===== src/rtl/div_pkg.sv =====
// Shared types and defaults for the sequential divider.
package div_pkg;
    localparam int DIV_WIDTH = 16;
    localparam int DIV_CNT_W = $clog2(DIV_WIDTH);

    typedef enum logic [2:0] {
        S_IDLE,
        S_PREP,
        S_ITER,
        S_FIX,
        S_DONE
    } state_t;
endpackage


===== src/rtl/div_addsub.sv =====
// (WIDTH+1)-bit add/subtract step for the non-restoring divider.
module div_addsub #(
    parameter int WIDTH = 16
) (
    input  logic [WIDTH:0] a,
    input  logic [WIDTH:0] b,
    input  logic           sub,
    output logic [WIDTH:0] sum
);
    assign sum = sub ? (a - b) : (a + b);
endmodule


===== src/rtl/seq_divider.sv =====
// Sequential non-restoring divider, one quotient bit per clock.
// Define DIV_SIGNED_EN for two's-complement operands and results.
module seq_divider
    import div_pkg::*;
#(
    parameter int WIDTH = DIV_WIDTH
) (
    input  logic             clk,
    input  logic             rst_n,
    input  logic             start,
    input  logic [WIDTH-1:0] dividend,
    input  logic [WIDTH-1:0] divisor,
    output logic             ready,
    output logic             done,
    output logic [WIDTH-1:0] quotient,
    output logic [WIDTH-1:0] remainder,
    output logic             div_by_zero
);
    localparam int CNT_W = $clog2(WIDTH);

    state_t           state, state_nxt;
    logic [CNT_W-1:0] count;
    logic [WIDTH-1:0] op_a, op_b;
    logic [WIDTH:0]   p_reg;
    logic [WIDTH-1:0] q_reg, d_reg;

    logic [WIDTH:0]   p_shift, p_step;
    logic [WIDTH-1:0] q_step;
    logic             neg_a, neg_b, overflow;
    logic [WIDTH-1:0] mag_a, mag_b, rem_mag;
    logic [WIDTH-1:0] res_q, res_r;
    logic             res_dz;

    assign ready = (state == S_IDLE) || (state == S_DONE);
    assign done  = (state == S_DONE);

    // Decision uses the sign of P before the shift; the shifted-in bit is the next dividend bit.
    assign p_shift = {p_reg[WIDTH-1:0], q_reg[WIDTH-1]};
    assign q_step  = {q_reg[WIDTH-2:0], ~p_step[WIDTH]};

    div_addsub #(.WIDTH(WIDTH)) u_addsub (
        .a   (p_shift),
        .b   ({1'b0, d_reg}),
        .sub (~p_reg[WIDTH]),
        .sum (p_step)
    );

    always_comb begin
        neg_a    = 1'b0;
        neg_b    = 1'b0;
        overflow = 1'b0;
        mag_a    = op_a;
        mag_b    = op_b;
`ifdef DIV_SIGNED_EN
        neg_a    = op_a[WIDTH-1];
        neg_b    = op_b[WIDTH-1];
        mag_a    = neg_a ? (~op_a + 1'b1) : op_a;
        mag_b    = neg_b ? (~op_b + 1'b1) : op_b;
        overflow = (op_a == {1'b1, {(WIDTH-1){1'b0}}}) && (op_b == {WIDTH{1'b1}});
`endif
    end

    // Final correction: remainder is non-negative and below the divisor, so W bits suffice.
    always_comb begin
        rem_mag = p_reg[WIDTH] ? (p_reg[WIDTH-1:0] + d_reg) : p_reg[WIDTH-1:0];
        res_q   = (neg_a ^ neg_b) ? (~q_reg + 1'b1) : q_reg;
        res_r   = neg_a ? (~rem_mag + 1'b1) : rem_mag;
        res_dz  = 1'b0;
        if (d_reg == '0) begin
            res_q  = '1;
            res_r  = op_a;
            res_dz = 1'b1;
        end else if (overflow) begin
            res_q = op_a;
            res_r = '0;
        end
    end

    always_comb begin
        state_nxt = state;
        case (state)
            S_IDLE:  if (start) state_nxt = S_PREP;
            S_PREP:  state_nxt = S_ITER;
            S_ITER:  if (count == '0) state_nxt = S_FIX;
            S_FIX:   state_nxt = S_DONE;
            S_DONE:  state_nxt = start ? S_PREP : S_IDLE;
            default: state_nxt = S_IDLE;
        endcase
    end

    always_ff @(posedge clk or negedge rst_n) begin
        if (!rst_n) begin
            state       <= S_IDLE;
            count       <= '0;
            quotient    <= '0;
            remainder   <= '0;
            div_by_zero <= 1'b0;
        end else begin
            state <= state_nxt;
            if (state == S_PREP) count <= CNT_W'(WIDTH - 1);
            else if (state == S_ITER) count <= count - 1'b1;
            if (state == S_FIX) begin
                quotient    <= res_q;
                remainder   <= res_r;
                div_by_zero <= res_dz;
            end
        end
    end

    // Datapath registers carry no reset; control decides when they are meaningful.
    always_ff @(posedge clk) begin
        if (ready && start) begin
            op_a <= dividend;
            op_b <= divisor;
        end
        if (state == S_PREP) begin
            p_reg <= '0;
            q_reg <= mag_a;
            d_reg <= mag_b;
        end else if (state == S_ITER) begin
            p_reg <= p_step;
            q_reg <= q_step;
        end
    end
endmodule


===== config.mk =====
export PLATFORM = sky130hd
export DESIGN_NAME = seq_divider
export DESIGN_NICKNAME = d
export VERILOG_FILES = /design/src/rtl/div_pkg.sv /design/src/rtl/div_addsub.sv /design/src/rtl/seq_divider.sv
export SDC_FILE = /design/constraint.sdc
export NUM_CORES = 1
export LEC_CHECK = 0
export ABC_CLOCK_PERIOD_IN_PS = 3500
export CELL_PAD_IN_SITES_DETAIL_PLACEMENT = 2
export CELL_PAD_IN_SITES_GLOBAL_PLACEMENT = 2
export CORE_MARGIN = 4
export CORE_UTILIZATION = 33
export DETAILED_ROUTE_END_ITERATION = 16
export PLACE_DENSITY = 0.77
export SLEW_MARGIN = 25
export SYNTH_ARGS = -nofsm -noshare
export SYNTH_HDL_FRONTEND = slang
export SYNTH_SLANG_ARGS = --single-unit

===== constraint.sdc =====
create_clock -name clk -period 3.5 [get_ports clk]
set_clock_uncertainty 0.05 [all_clocks]
set_input_delay 0.7 -clock clk [delete_from_list [all_inputs] [get_ports clk]]
set_output_delay 0.7 -clock clk [all_outputs]
set_load 0.005 [all_outputs]

==> impl_results.md, run 1 <==
* Result of the run: finished with violations
* Violated checks: negative setup slack
* Antenna diode count at 0
* Count of mapped cells out of synthesis at 628
* Worst path cell trace: nor4_4, nor3b_4, nand2_2, or4_4, or2b_1, xnor2_1, ha_1, or2_4, a21oi_2, a31oi_1, xnor2_1, buf_4, xnor2_2, o21ai_1
* Max Cap Viol at 0
* RSZ-0062 raised after global routing: true
* Half-perimeter wire length after detailed placement at approximately 14 mm
* Synthesis-stage register bit count at 121
* Portion of the post-synthesis area used by sequential elements at 51.80%
* Clock root buffer: clkbuf_16
* Leak at 3.441 nW
* Count of fill cells added during filler insertion at 1975
* Most numerous cell in the Yosys netlist: nand2_1
* Max-slew violation total from the final report at 0
* Post-route minimum period at 3.635 ns
* Count of flip-flops with a built-in enable after synthesis at 64
* Top area cells in the synthesized netlist: edfxtp_1 31%, dfrtp_1 16%, nand2_1 7.1%, ha_1 6.6%, dfxtp_1 5.4%
* Worst endpoint data arrival time at roughly 3.8 ns
* Routability Congestion at between 0.8 and 0.9
* Number of H-tree branching levels at 4
* Slew of the pin with the lowest slew margin at 0.8476 ns
* Synthesized Nets at 698
* Per-cell routed wire length at 20.75 um
* Number of antenna violations at the first check in global routing at 0
* Number of DRC markers after the initial detailed-route iteration at 230
* Most instantiated cells after synthesis: 120 x nand2_1, 64 x edfxtp_1, 63 x o21ai_0, 41 x a21oi_1, 40 x dfrtp_1
* Slew headroom at 43.43%
* Mean instance size in the synthesized netlist at 10.03 sq um
* Floorplan row count at 50
* Sort of element at the start of the critical path: register
* Antenna-violating nets left at 0
* TNS Setup at -0.2583 ns
* Global route total overflow at 0
* Clock tree from TritonCTS: yes
* Number of vias per cell at approximately 5.3
* Count of clock tree sinks at 121
* Filler-free cell count of the finished design at 982
* Maximum number of pins on one net before global-route repair at 42
* Classification of the worst setup path: register to register
* DRT Wirelength at 20.38 mm
* IR Drop Worst-Case VDD at 0.3997 mV
* Die Span X at around 150 um
* Setup-failing EPs final at 3
* Final Hold Vio Count at 0
* DRC at 0
* Type of the worst min-delay path: primary input to asynchronous set/reset pin
* First-pass GRT wire length at 32.80 mm
* Clock slew seen by the registers of the worst setup and hold paths at roughly 0.06 ns
* Kind of end point of the critical path: register
* Vias at about 5200
* Placeable Area at 18770 sq um
* Number of CTS-inserted buffers at 17
* Share of post-route cells with drive strength above 1 at 12.97%
* Highest clock frequency the design can meet at 275.1 MHz
* Number of top-level pins at 70
* Pwr dens at 1056 nW/um^2
* Total area of sequential cells at between 3000 and 4000 sq um
* Ys Warns at 0
* Netlist cell types at 61
* Port Buf Inserts at just under 70
* Area share of the largest cell type after synthesis at 30.51%
* Starting Density at between 30% and 40%
* Most frequent cell on the critical path: xnor2_1
* Largest stage delay on the critical path at approximately 0.44 ns
* Cell taking the most area after synthesis: edfxtp_1
* FFs w/ async S/R, synth at 33.06%
* PnR worst setup slack at -0.1355 ns
* Via count of the first global-routing pass at ~5900
* DIE AREA at about 21000 sq um
* Final Cycle Share at 103.9%
* Required arrival time at the worst endpoint at 3.61 ns
* Post-synthesis instance area at 6300 sq um
* Area overhead of the layout relative to synthesis at 29.59%
* Source-to-sink clock delay at the later pin of the worst-skew pair at 0.43 ns
* Die extent in y at 146.2 um
* Placed cells at 939
* Slowest stage cell on the critical path: or4_4
* Primary FF master, synth: edfxtp_1
* All-layer global routing usage at 19.54%
* Hold-fix buffers, CTS at 0
* Clock buffer depth at 2
* Area of combinational cells with multiple inputs at 2943 sq um
* Final-stage net count at 805
* Peak fanout along the critical path at 3
* Detailed-routing iteration count for the pre-antenna-repair pass at 4
* Max FFs per register at 17
report_power, final:
group / internal [mW] / switching, mW
logic: 1.93 / 2.44
registers: 2.13 / 0.413
clock network: 1.04 / 0.687
total: 5.09 / 3.54
what timing repair did:
item,4_1_cts,5_1_grt
setup endpoints to repair,3,5
pin swaps,8,5
gates resized for setup,8,6
buffers inserted,4,7
per-layer routing:
metal / share of wire [%] / wire (um) / GRT usage (%) / vias to the layer above
met2: 52 / 10580 / 35.17 / 93
li1: - / - / - / 2441
met4: 1.2 / 251 / 4.563 / 0
met5: 0 / 0 / 0 / -
met3: 3.6 / 729 / 4.997 / 18
met1: 43 / 8823 / 23.44 / 2646
layout by cell type, fill, tap and decap left out, types with 10 or more instances in the layout:
cell,Yosys,final
inv_1,20,20
nand2_1,120,119
nand3_1,11,10
edfxtp_1,64,64
dfxtp_1,17,17
nor2_1,37,36
clkbuf_16,0,18
buf_4,0,44
xnor2_1,21,20
o21ai_0,63,62
clkdlybuf4s50_1,0,68
xor2_1,20,20
a21oi_1,41,39
mux2i_1,11,11
dfrtp_1,40,40
ha_1,33,33
worst paths after layout:
kind                                      end  depth (start not counted)      from  slack, ns
min in group clk                     d_reg[4]                          0  mag_b[4]       0.37
worst max-delay path                 q_reg[0]                         14  d_reg[6]      -0.14
worst min register to register       d_reg[4]                          0  mag_b[4]       0.37
max in group asynchronous       remainder[14]                          1     rst_n       2.82
worst min-delay path             quotient[15]                          1     rst_n       0.21
worst max register to register       q_reg[0]                         14  d_reg[6]      -0.14
kinds of logic after synthesis:
family                   after synthesis  share of synthesized area (%)
AO/OA/AOI/OAI                        153                          14.40
buffers and inverters                 44                          2.760
adder cells (fa/ha/maj)               35                          7.190
XOR/XNOR                              41                          5.700
multiplexers                          12                          1.927
AND/OR/NAND/NOR                      222                          16.23
flip-flops                           121                          51.80
critical path: cells and delay by family, from the launching register on:
kind,cells,cell delay (ns)
simple gates,6,1.68
xor+xnor,3,0.47
fa+ha+maj,1,0.29
buf+inv,1,0.16
compound gates,3,0.28
flops,1,0.43
cell type report:
| class | instances | area share (%) |
|---|---|---|
| clock buffer | 19 | 5.686 |
| clock inverter | 13 | 1.410 |
| inverter | 20 | 0.9195 |
| multi-input combinational | 463 | 36.05 |
| sequential | 121 | 39.97 |
| tap | 234 | 3.586 |
| timing repair buffer | 112 | 12.38 |
through the flow:
| step | setup WS, ns | power, mW | area [sq um] | hold WS [ns] | util [%] |
|---|---|---|---|---|---|
| 2_1_floorplan | 0.04495 | 5.065 | 6325 | 0.3503 | - |
| 3_3_place_gp | -0.03240 | 6.366 | 7436 | 0.3528 | 39.62 |
| 3_5_place_dp | -0.1236 | 6.640 | 7436 | 0.3556 | 39.62 |
| 4_1_cts | 0.003530 | 8.551 | 8083 | 0.3675 | 43.07 |
| 5_1_grt | -0.2891 | 9.282 | 8164 | 0.2318 | 43.50 |
| 6_report | -0.1355 | 8.625 | 8164 | 0.2111 | 43.50 |
(Power assumes the default switching activity.)
==> run 2, diff against run 1 <==
--- a/config.mk
+++ b/config.mk
@@ -8,7 +8,7 @@
 export ABC_CLOCK_PERIOD_IN_PS = 3500
 export CELL_PAD_IN_SITES_DETAIL_PLACEMENT = 2
 export CELL_PAD_IN_SITES_GLOBAL_PLACEMENT = 2
-export CORE_MARGIN = 4
+export CORE_MARGIN = 2
 export CORE_UTILIZATION = 33
 export DETAILED_ROUTE_END_ITERATION = 16
 export PLACE_DENSITY = 0.77
==> constraint.sdc (replaced) <==
create_clock -name clk -period 3.5 [get_ports clk]
set_clock_uncertainty 0.05 [all_clocks]
set_input_delay 0.7 -clock clk [delete_from_list [all_inputs] [get_ports clk]]
set_output_delay 0.7 -clock clk [all_outputs]
set_load 0.01 [all_outputs]
==> impl_results.md, run 2 (synthesis results as in run 1) <==
* Internal reg-to-reg setup slack at -0.20 ns (was -0.14 ns)
* Result of the run: finished with violations (unchanged)
* Setup-failing EPs final at 2 (was 3)
* IR Drop Worst-Case VDD at 0.3580 mV (was 0.3997 mV)
* Final Cycle Share at 105.7% (was 103.9%)
* Die extent in y at 142.2 um (was 146.2 um)
* TNS Setup at -0.3227 ns (was -0.2583 ns)
* Via count of the first global-routing pass at 5908 (was 5896)
* Slew headroom at 41.78% (was 43.43%)
* Final-stage net count at 807 (was 805)
* Number of antenna violations at the first check in global routing at 0 (unchanged)
* Violated checks: negative setup slack (unchanged)
* Antenna diode count at 0 (unchanged)
* Number of CTS-inserted buffers at 17 (unchanged)
* Total power draw at 9.261 mW (was 8.625 mW)
* Routing usage on met3 at 3.432% (was 4.997%)
* Global route total overflow at 0 (unchanged)
* Peak fanout along the critical path at 3 (unchanged)
* Detailed-routing iteration count for the pre-antenna-repair pass at 4 (unchanged)
* RSZ-0062 raised after global routing: true (unchanged)
* Routability Congestion at 0.8677 (was 0.8424)
* Clock root buffer: clkbuf_16 (unchanged)
* Clock tree from TritonCTS: yes (unchanged)
* Leak at 3.524 nW (was 3.441 nW)
* Most frequent cell on the critical path: xnor2_2 (was xnor2_1)
* Most utilized layer in the global route result: met2 (unchanged)
* Classification of the worst setup path: register to register (unchanged)
* Post-route minimum period at 3.701 ns (was 3.635 ns)
* Largest stage delay on the critical path at 0.53 ns (was 0.44 ns)
* Starting Density at 33.68% (was 33.57%)
* Worst endpoint data arrival time at 3.81 ns (was 3.75 ns)
* Max-slew violation total from the final report at 0 (unchanged)
* Area overhead of the layout relative to synthesis at 32.53% (was 29.59%)
* Number of DRC markers after the initial detailed-route iteration at 179 (was 230)
* Half-perimeter wire length after detailed placement at 14.76 mm (was 14.36 mm)
* Clock buffer depth at 2 (unchanged)
* Sort of element at the start of the critical path: register (unchanged)
* Final Hold Vio Count at 0 (unchanged)
* Slowest stage cell on the critical path: or4b_4 (was or4_4)
* PnR worst setup slack at -0.2008 ns (was -0.1355 ns)
* Most frequent standard cell in the layout excluding fill and tap cells: nand2_1 (unchanged)
* Global routing usage on met2 at 39.77% (was 35.17%)
* Count of clock tree sinks at 121 (unchanged)
* All-layer global routing usage at 21.62% (was 19.54%)
* Number of H-tree branching levels at 4 (unchanged)
* Per-cell routed wire length at 22.11 um (was 20.75 um)
* Placeable Area at 18710 sq um (was 18770 sq um)
* DRT Wirelength at 21.76 mm (was 20.38 mm)
* Commonest cells after routing, fill and taps aside: 118 x nand2_1, 68 x clkdlybuf4s50_1, 64 x edfxtp_1, 61 x o21ai_0, 43 x buf_4 (was 119 x nand2_1, 68 x clkdlybuf4s50_1, 64 x edfxtp_1, 62 x o21ai_0, 44 x buf_4)
* Antenna-violating nets left at 0 (unchanged)
* Port Buf Inserts at 69 (unchanged)
* Highest clock frequency the design can meet at 270.2 MHz (was 275.1 MHz)
* Die Span X at 142.2 um (was 146.2 um)
* Source-to-sink clock delay at the later pin of the worst-skew pair at 0.43 ns (about the same)
* DRC at 0 (unchanged)
* Worst path cell trace: nor4_4, nor3b_4, buf_6, nor2_4, xnor2_2, ha_4, a2111oi_4, or4b_4, nand3_4, a31oi_4, xnor2_4, xnor2_2, o21ai_1 (was nor4_4, nor3b_4, nand2_2, or4_4, or2b_1, xnor2_1, ha_1, or2_4, a21oi_2, a31oi_1, xnor2_1, buf_4, xnor2_2, o21ai_1)
* Max Cap Viol at 0 (unchanged)
* Number of vias per cell at 5.322 (was 5.293)
* Max FFs per register at 17 (unchanged)
* Required arrival time at the worst endpoint at 3.61 ns (about the same)
* First-pass GRT wire length at 32.98 mm (was 32.80 mm)
* Pwr dens at 1109 nW/um^2 (was 1056 nW/um^2)
* Slew of the pin with the lowest slew margin at 0.8724 ns (was 0.8476 ns)
* Share of post-route cells with drive strength above 1 at 14.67% (was 12.97%)
* Floorplan row count at 50 (unchanged)
* Kind of end point of the critical path: register (unchanged)
* Vias at 5237 (was 5198)
* Maximum number of pins on one net before global-route repair at 42 (unchanged)
* Met1 routing resource usage after global routing at 25.87% (was 23.44%)
* Type of the worst min-delay path: primary input to asynchronous set/reset pin (unchanged)
* Number of top-level pins at 70 (unchanged)
* DIE AREA at 20210 sq um (was 21360 sq um)
* Clock slew seen by the registers of the worst setup and hold paths at 0.06 ns (about the same)
## run 2: layer usage
metal | part of all wire (%) | wire [um] | vias to the layer above
met1 | 41 | 9004 | 2679
li1 | - | - | 2449
met2 | 54 | 11730 | 91
met3 | 3.4 | 750 | 18
met4 | 1.3 | 279 | 0
met5 | 0 | 0 | -
## run 2: area by class of cell
type / instances / area, sq um
fill: 1965 / 10360
sequential: 121 / 3263
multi-input combinational: 463 / 3047
timing repair buffer: 114 / 1037
clock buffer: 18 / 439.2
tap: 234 / 292.8
clock inverter: 14 / 195.2
inverter: 20 / 75.07
## run 2: timing repair
action                                  CTS  global route
hold buffers                              0             0
buffers inserted                          6             6
gates resized for setup                  13            22
pin swaps                                 9            12
endpoints found under the setup margin    3             5
## run 2: power breakdown
group	switching (mW)	internal, mW	total [mW]
clock	0.712	1.22	1.93
combinational	2.71	2.06	4.77
sequential	0.434	2.13	2.56
total	3.86	5.40	9.26
## run 2: critical path, delay by kind of cell (launching register included)
kind	cells	cell delay, ns
adders and majority gates	1	0.25
AOI/OAI and AO/OA	3	0.60
buffers and inverters	1	0.16
DFF	1	0.43
xor gates and xnor gates	3	0.64
and+or+nand+nor	5	1.31
## run 2: path summary, 6_finish.rpt
kind,start,to,cells past startpoint
worst max-delay path,d_reg[6],q_reg[0],13
worst min-delay path,rst_n,quotient[15],1
worst max register to register,d_reg[6],q_reg[0],13
worst min register to register,mag_b[6],d_reg[6],0
max in group asynchronous,rst_n,quotient[8],1
min in group clk,mag_b[6],d_reg[6],0
## run 2: per-stage QoR
stage | utilization [%] | cell area (sq um) | worst slack, ns | instances | hold WS, ns
3_3_place_gp | 39.83 | 7451 | -0.01936 | 941 | 0.3516
5_1_grt | 44.64 | 8349 | -0.3328 | 984 | 0.2397
4_1_cts | 43.77 | 8188 | -0.01802 | 978 | 0.3728
2_1_floorplan | - | 6325 | 0.04495 | 628 | 0.3503
3_5_place_dp | 39.83 | 7451 | -0.2603 | 941 | 0.3575
6_report | 44.64 | 8349 | -0.2008 | 984 | 0.2021
